[config.mk]
export PLATFORM = sky130hd
export DESIGN_NAME = osc_tick_gen
export DESIGN_NICKNAME = d
export VERILOG_FILES = /design/src/rtl/osc_tick_pkg.sv /design/src/rtl/osc_tick_ch.sv /design/src/rtl/osc_tick_gen.sv
export SDC_FILE = /design/constraint.sdc
export NUM_CORES = 1
export LEC_CHECK = 0
export BUFFER_PORTS_ARGS = -buffer_cell sky130_fd_sc_hd__buf_2
export CAP_MARGIN = 30
export CORE_ASPECT_RATIO = 1.5
export CORE_MARGIN = 2
export CORE_UTILIZATION = 40
export CTS_CLUSTER_DIAMETER = 150
export DETAILED_ROUTE_END_ITERATION = 12
export GPL_TIMING_DRIVEN = 0
export PLACE_DENSITY_LB_ADDON = 0.08
export SLEW_MARGIN = 20
export SYNTH_ARGS = -nofsm -noshare
export SYNTH_HDL_FRONTEND = slang
export SYNTH_HIERARCHICAL = 1
export SYNTH_SLANG_ARGS = --single-unit
[constraint.sdc]
create_clock -name clk -period 6.3 [get_ports clk]
set_clock_uncertainty 0.05 [all_clocks]
set_input_delay 1.26 -clock clk [delete_from_list [all_inputs] [get_ports clk]]
set_output_delay 1.26 -clock clk [all_outputs]
set_load 0.02 [all_outputs]
[src/rtl/osc_tick_pkg.sv]
// Shared types and default parameter values for the oscillator tick generator.
package osc_tick_pkg;

  // Top-level sequencing of the oscillator enable.
  typedef enum logic [1:0] {
    ST_OFF    = 2'd0,
    ST_WARMUP = 2'd1,
    ST_RUN    = 2'd2
  } osc_state_t;

  localparam int DEF_NUM_CH        = 4;
  localparam int DEF_DIV_W         = 16;
  localparam int DEF_WARMUP_CYCLES = 256;

endpackage

[src/rtl/osc_tick_ch.sv]
// One tick channel: period down-counter, pending divisor and the logic that
// decides when a newly programmed divisor may take over without disturbing
// the period already in progress.
module osc_tick_ch #(
  parameter int DIV_W = 16
) (
  input  logic             clk,
  input  logic             rst,
  input  logic             run,         // top FSM is in RUN this cycle
  input  logic             run_nxt,     // top FSM will be in RUN next cycle
  input  logic             load,
  input  logic [DIV_W-1:0] cfg,
  output logic             tick,
  output logic [DIV_W-1:0] div_active
);

  logic [DIV_W-1:0] cnt;
  logic [DIV_W-1:0] pend;
  logic             pend_vld;

  logic             pv;
  logic [DIV_W-1:0] pv_val;
  logic             boundary;
  logic             apply;
  logic [DIV_W-1:0] d_nxt;
  logic [DIV_W-1:0] cnt_nxt;

  // Counter start value for a period of d cycles; a disabled channel (d = 0)
  // parks its counter at zero.
  function automatic logic [DIV_W-1:0] reload_val(input logic [DIV_W-1:0] d);
    return (d == '0) ? '0 : d - DIV_W'(1);
  endfunction

  // Next divisor and counter value. A load in the same cycle as a period
  // boundary bypasses the pending register so the fresh value wins. Outside
  // RUN the counter is always zero, so the cnt == 0 test also covers the
  // "not running" and "disabled" cases where a pending value applies at once.
  always_comb begin
    pv       = load | pend_vld;
    pv_val   = load ? cfg : pend;
    boundary = !run || (cnt == '0);
    apply    = pv && boundary;
    d_nxt    = apply ? pv_val : div_active;
    if (!run_nxt) begin
      cnt_nxt = '0;
    end else if (boundary) begin
      cnt_nxt = reload_val(d_nxt);
    end else begin
      cnt_nxt = cnt - DIV_W'(1);
    end
  end

  // Control state and registered outputs; tick is derived from the values the
  // counter and divisor will hold next cycle so it leaves a flop directly.
  always_ff @(posedge clk) begin
    if (rst) begin
      cnt        <= '0;
      pend_vld   <= 1'b0;
      tick       <= 1'b0;
      div_active <= DIV_W'(1);
    end else begin
      cnt        <= cnt_nxt;
      pend_vld   <= pv && !apply;
      tick       <= run_nxt && (cnt_nxt == '0) && (d_nxt != '0);
      div_active <= d_nxt;
    end
  end

  // Pending divisor data; only meaningful while pend_vld is set.
  always_ff @(posedge clk) begin
    if (load) begin
      pend <= cfg;
    end
  end

endmodule

[src/rtl/osc_tick_gen.sv]
// Oscillator-driven tick generator: waits for the oscillator to settle after
// enable, then emits per-channel clock-enable pulses at programmable divisors.
module osc_tick_gen
  import osc_tick_pkg::*;
#(
  parameter int NUM_CH        = DEF_NUM_CH,
  parameter int DIV_W         = DEF_DIV_W,
  parameter int WARMUP_CYCLES = DEF_WARMUP_CYCLES
) (
  input  logic                    clk,
  input  logic                    rst,
  input  logic                    osc_en,
  input  logic [NUM_CH*DIV_W-1:0] div_cfg,
  input  logic [NUM_CH-1:0]       div_load,
  output logic                    ready,
  output logic [NUM_CH-1:0]       tick,
  output logic [NUM_CH*DIV_W-1:0] div_active
);

  localparam int WARM_W = (WARMUP_CYCLES < 2) ? 1 : $clog2(WARMUP_CYCLES + 1);

  osc_state_t  state;
  logic [WARM_W-1:0] warm;
  logic        run;
  logic        run_nxt;

  // The warm counter is loaded with WARMUP_CYCLES and RUN is entered on the
  // step that takes it to zero, so ready rises WARMUP_CYCLES+1 cycles after
  // enable is seen. With WARMUP_CYCLES = 0 one WARMUP cycle is still spent.
  assign run     = (state == ST_RUN);
  assign run_nxt = !rst && osc_en &&
                   ((state == ST_RUN) || ((state == ST_WARMUP) && (warm <= WARM_W'(1))));

  // Top FSM with warm-up counter; losing osc_en returns to OFF from anywhere.
  always_ff @(posedge clk) begin
    if (rst || !osc_en) begin
      state <= ST_OFF;
      warm  <= '0;
      ready <= 1'b0;
    end else begin
      case (state)
        ST_OFF: begin
          state <= ST_WARMUP;
          warm  <= WARM_W'(WARMUP_CYCLES);
          ready <= 1'b0;
        end
        ST_WARMUP: begin
          if (warm <= WARM_W'(1)) begin
            state <= ST_RUN;
            warm  <= '0;
            ready <= 1'b1;
          end else begin
            warm <= warm - WARM_W'(1);
          end
        end
        ST_RUN: begin
          ready <= 1'b1;
        end
        default: begin
          state <= ST_OFF;
          warm  <= '0;
          ready <= 1'b0;
        end
      endcase
    end
  end

  for (genvar k = 0; k < NUM_CH; k++) begin : g_ch
    osc_tick_ch #(
      .DIV_W (DIV_W)
    ) u_ch (
      .clk        (clk),
      .rst        (rst),
      .run        (run),
      .run_nxt    (run_nxt),
      .load       (div_load[k]),
      .cfg        (div_cfg[k*DIV_W +: DIV_W]),
      .tick       (tick[k]),
      .div_active (div_active[k*DIV_W +: DIV_W])
    );
  end

endmodule

## After elaboration in Yosys (flattened, before gate mapping)

Cells that the tools add are included.

- Flip-flop bits (word level): 212
- Input port bits: 71

- Add/subtract/negate cells: 9
- Magnitude comparators: 1
- Eq/ne operators: 3
- Muxes and demuxes: 26
- Bitwise operators: 5
- Reduce and logical (&&, ||, !) cells: 50

Operators by type and width:

| kind | count |
|---|---|
| $mux W16 | 20 |
| $logic_not A16 Y1 | 12 |
| $sub A16 B1 Y16 const B | 8 |
| $reduce_bool A16 Y1 | 4 |
| $pmux W9 S3 | 1 |
| $logic_and A1 B1 Y1 | 19 |
| $le A9 B1 Y1 const B | 1 |
| $mux W9 | 1 |
| $sub A9 B1 Y9 const B | 1 |
| $logic_not A1 Y1 | 7 |
| $logic_or A1 B1 Y1 | 6 |
| $pmux W2 S3 | 1 |
| $or A1 B1 Y1 | 4 |
| $eq A2 B1 Y1 const B | 1 |
| $eq A2 B2 Y1 const B | 1 |
| $logic_not A2 Y1 | 1 |
| $mux W2 | 1 |
| $ne A2 B1 Y1 const B | 1 |
| $pmux W1 S2 | 1 |
| $reduce_and A2 Y1 | 1 |
| $mux W1 | 1 |
| $not A1 Y1 | 1 |

## Longest topological paths before layout

- Depth in word-level cells: 12
- Mapped depth: 18

## Modules after synthesis

The synthesis kept the hierarchy.

Modules (own cells, without submodules):

| module | times used | cells each | area an instance (um2) |
|---|---|---|---|
| osc_tick_ch at g_ch[2].u_ch ... | 2 | 363 | 3046.7 |
| osc_tick_ch at g_ch[1].u_ch | 1 | 359 | 2974.1 |
| osc_tick_ch at g_ch[0].u_ch | 1 | 358 | 2916.5 |
| osc_tick_gen | 1 | 77 | 694.4 |

## Worst setup path after synthesis

Ideal clock, no wire load.

- Path kind: input port to flip-flop
- From: in div_load[0]
- To: reg g_ch[0].u_ch.tick
- Arrival: 5265 ps
- Data required time: 6147 ps
- Setup slack: 881 ps
- Cell stages on the path: 15
- Buffers on the path: 4
- Cell sequence: clkbuf_1 buf_2 buf_2 buf_1 mux2_2 mux2i_1 ha_1 nor4bb_1 o22ai_1 nor4_1 a211oi_2 a32oi_1 nand4_1 or4_1 a2111oi_2

RTL lines:

| item | line | RTL |
|---|---|---|
| start: declaration | osc_tick_gen.sv:14 | `input logic [NUM_CH-1:0] div_load,` |
| $mux W16 * | osc_tick_ch.sv:40 | `pv_val = load ? cfg : pend;` |
| net g_ch[0].u_ch.pv_val[0] | osc_tick_ch.sv:22 | `logic [DIV_W-1:0] pv_val;` |
| $mux W16 * | osc_tick_ch.sv:43 | `d_nxt = apply ? pv_val : div_active;` |
| $sub A16 B1 Y16 or $logic_not A16 Y1 (tied branches) | osc_tick_ch.sv:31 | `return (d == '0) ? '0 : d - DIV_W'(1);` |
| $mux W16 | osc_tick_ch.sv:31 |  |
| $mux W16 | osc_tick_ch.sv:46 | `end else if (boundary) begin` |
| $mux W16 | osc_tick_ch.sv:44 | `if (!run_nxt) begin` |
| $logic_not A16 Y1 | osc_tick_ch.sv:64 | `tick <= run_nxt && (cnt_nxt == '0) && (d_nxt != '0);` |
| $logic_and A1 B1 Y1 | osc_tick_ch.sv:64 |  |
| $logic_and A1 B1 Y1 * | osc_tick_ch.sv:64 |  |
| end signal: assignment | osc_tick_ch.sv:64 |  |
| end: declaration | osc_tick_ch.sv:13 | `output logic tick,` |

Mark *: on every way through the listed nets, which the timed path passes. The rest lies on a longest branch.
A chain may end at the register's enable or synchronous reset.

## Final worst setup path

Same ends and word-level chain as after synthesis.

==> summary.txt <==
Routing
  – DR WL/cell: 18.1 um
  – DRC Markers: 0
  – Via count: 11800
  – DR vias/cell: 5.61
  – Iter 0 DRT Violations: 495
  – ANT nets after route: 0
  – Drt total wl: 38000 um
  – Pre-antenna DRT Iters: 5

Placement
  – Buffers on Ports: 135
  – Final Wtd Congestion: 0.895
  – DP HPWL: 29400 um
  – Area after DPL: 0.0139 mm2

Critical path
  – Sequence of cells on the critical path: clkbuf_1, buf_2, buf_2, mux2_2, mux2i_1, ha_1, nor4bb_1, o22ai_2, nor4_2, a211oi_2, a32oi_1, nand4_1, or4_1, a2111oi_2
  – CP required: 6.65 ns
  – Top cell by count, worst path: buf_2
  – Critical path peak fanout: 19
  – R2R Setup Slk: 0.44 ns
  – FF-to-FF path depth: 16
  – Worst Setup End Kind: register
  – Crit-path slowest cell: nor4bb_1
  – WS Path Type: in -> reg
  – CP arrival: 6.22 ns
  – FF-to-FF End: g_ch[0].u_ch/tick
  – Startpoint Class: input pin
  – CP peak stage delay: 0.50 ns
  – Critical R2R Launch: g_ch[0].u_ch/cnt[0]

Layout
  – Design Area, Final: 0.0147 mm2
  – Diodes inserted: 0
  – Final net count: 1766
  – Layout area overhead: 16.1%
  – Share of layout cells above drive strength 1: 17.5%

Power
  – Pwr/cell area: 249 mW/mm2
  – Peak supply drop: 0.206 mV
  – Leakage power: 6.05 nW
  – Total power: 3.67 mW

Clock network
  – CTS Root Buffer Type: clkbuf_16
  – CTS Hold Bufs: 0
  – TritonCTS clock tree: yes
  – CTS H-tree depth: 1
  – Clock Latency Late Sink: 0.54 ns
  – Post-CTS setup buffers: 0
  – Maximum clock insertion buffer count: 3
  – Post-CTS sizing: 0
  – Inserted Clock Buffers: 24
  – CTS sink cnt: 212
  – Reg clk slew, reported paths: 0.06 ns

GRT
  – Vias in the first global route: 11900
  – Global route total overflow: 0
  – Gr usage total: 22.5%
  – Largest net degree at the start of global routing: 20
  – First-pass GRT wire length: 60900 um
  – Initial antenna violation count: 0

Floorplanning
  – Starting Density: 40.7%
  – # IOs: 140
  – Die W: 149 um
  – Core box area: 0.0311 mm2
  – Die H: 222 um
  – Num rows: 79
  – Die area: 0.0332 mm2

Hold path
  – Worst hold endpoint: ready
  – Worst hold path depth: 2
  – Worst Min Path Start: ready
  – Worst hold path class: reg -> reg

Synth
  – Dominant cells by area after synthesis: dfxtp_1 33%, nor2_1 6.6%, mux2i_1 5.3%, xnor2_1 5.0%, a21oi_1 3.3%
  – FFs w/ async S/R, synth: 0%
  – Post-synthesis cell type count: 86
  – Top-count cell post-synth: nor2_1
  – Yosys reg bits: 212
  – Mapped cell area: 0.0127 mm2
  – Sequential share of the synthesized area: 33.5%
  – Commonest cells post-synth: 224 x nor2_1, 212 x dfxtp_1, 91 x nand2_1
  – Syn avg cell area: 8.34 um2
  – Syn Nets: 1604
  – Biggest area consumer among synthesized cells: dfxtp_1
  – Synth Flop Type: dfxtp_1
  – Share of the synthesized area in the top cell type: 33.5%
  – Number of enable flip-flop cells after synthesis: 0
  – Synth warn: 6
  – Mapped Cells: 1520

Timing
  – Minimum clock period after layout: 5.87 ns
  – Hold Violations, Final: 0
  – Hold Slack: 0.411 ns
  – Finish-stage setup viols: 0
  – Worst-Margin Slew: 0.925 ns
  – RSZ-0062 raised after global routing: no
  – FMAX: 170 MHz
  – Fin. max-slew vios: 0
  – Fin crit share: 93.1%
  – Max-slew headroom: 37.8%

Run status
  – Status: completed

Run
  – Max_cap viols: 0
how the worst max path moves through the flow:
stage	start	endpoint	slack, ns	depth (start not counted)
global placement	div_load[0]	g_ch[0].u_ch/tick	-0.73	15
detailed placement	div_load[0]	g_ch[0].u_ch/tick	-0.66	15
global route	g_ch[0].u_ch/cnt[0]	g_ch[0].u_ch/tick	0.02	16
floorplan	div_load[0]	g_ch[0].u_ch/tick	0.88	15
CTS	g_ch[0].u_ch/cnt[0]	g_ch[0].u_ch/tick	0.22	16
finish	div_load[0]	g_ch[0].u_ch/tick	0.43	14
cell families (layout without fill, tap and decap cells):
logic type               count (synthesis)  count (layout)  share of synthesized area, %
AO/OA/AOI/OAI                          301             301                          17.1
XOR/XNOR                               116             116                          8.25
adder cells (fa/ha/maj)                 13              13                          1.28
buffers and inverters                  121             301                          4.26
flip-flops                             212             212                          33.5
multiplexers                            99              99                          8.13
AND/OR/NAND/NOR                        658             658                          27.5
stage by stage:
step	std cells	setup WS [ns]	utilization, %	setup TNS [ns]
floorplan	1520	0.881	-	0
global placement	2060	-0.728	44.5	-0.728
detailed placement	2061	-0.661	44.6	-0.661
CTS	2104	0.224	47.2	0
global route	2105	0.0167	47.3	0
finish	2105	0.434	47.3	0
routing by layer:
layer / routed length, um / vias up / track usage, %
met4: 1460 / 0 / 9.59
li1: - / 5905 / -
met1: 15400 / 5534 / 25.0
met3: 1460 / 95 / 2.63
met5: 0 / - / 0
met2: 19700 / 285 / 42.4
registers in the layout, indices dropped and copies added, names as in the netlist:
register              cells
g_ch.u_ch/cnt            64
g_ch.u_ch/div_active     64
g_ch.u_ch/pend           64
warm                      9
g_ch.u_ch/pend_vld        4
g_ch.u_ch/tick            4
state                     2
ready                     1
where the power goes:
part           total [mW]  leakage (nW)  internal [mW]  switching [mW]
registers            1.51          1.75           1.43          0.0864
logic               0.711          3.91          0.280           0.431
clock network        1.45         0.393          0.860           0.588
critical path: cells and delay by family:
family / cells / cell delay (ns)
buffers and inverters: 3 / 1.17
AO/OA/AOI/OAI: 4 / 1.29
multiplexers: 2 / 0.70
adder cells (fa/ha/maj): 1 / 0.31
AND/OR/NAND/NOR: 4 / 1.48
cells in the final DEF, fill, tap and decap left out, types with 34 or more instances in the layout:
cell type and count:
a211oi_1 42, xor2_1 40, buf_2 153, nor3_1 75, dfxtp_1 212, o21ai_0 34, nand2_1 91, xnor2_1 72
mux2i_1 67, nor2_1 224, inv_1 60, nor4_1 49, a21oi_1 84
area by class of cell:
| cell class | instances | area, um2 |
|---|---|---|
| flip-flops and latches | 212 | 4240 |
| inverters | 60 | 225 |
| clock inverters | 7 | 70.1 |
| clock buffers | 37 | 751 |
| well taps | 405 | 507 |
| fillers | 3163 | 16400 |
| repair buffers | 137 | 698 |
| plain buffers | 60 | 312 |
| multi-input cells | 1187 | 7910 |
Note: power is estimated with default switching activity, not from simulation.
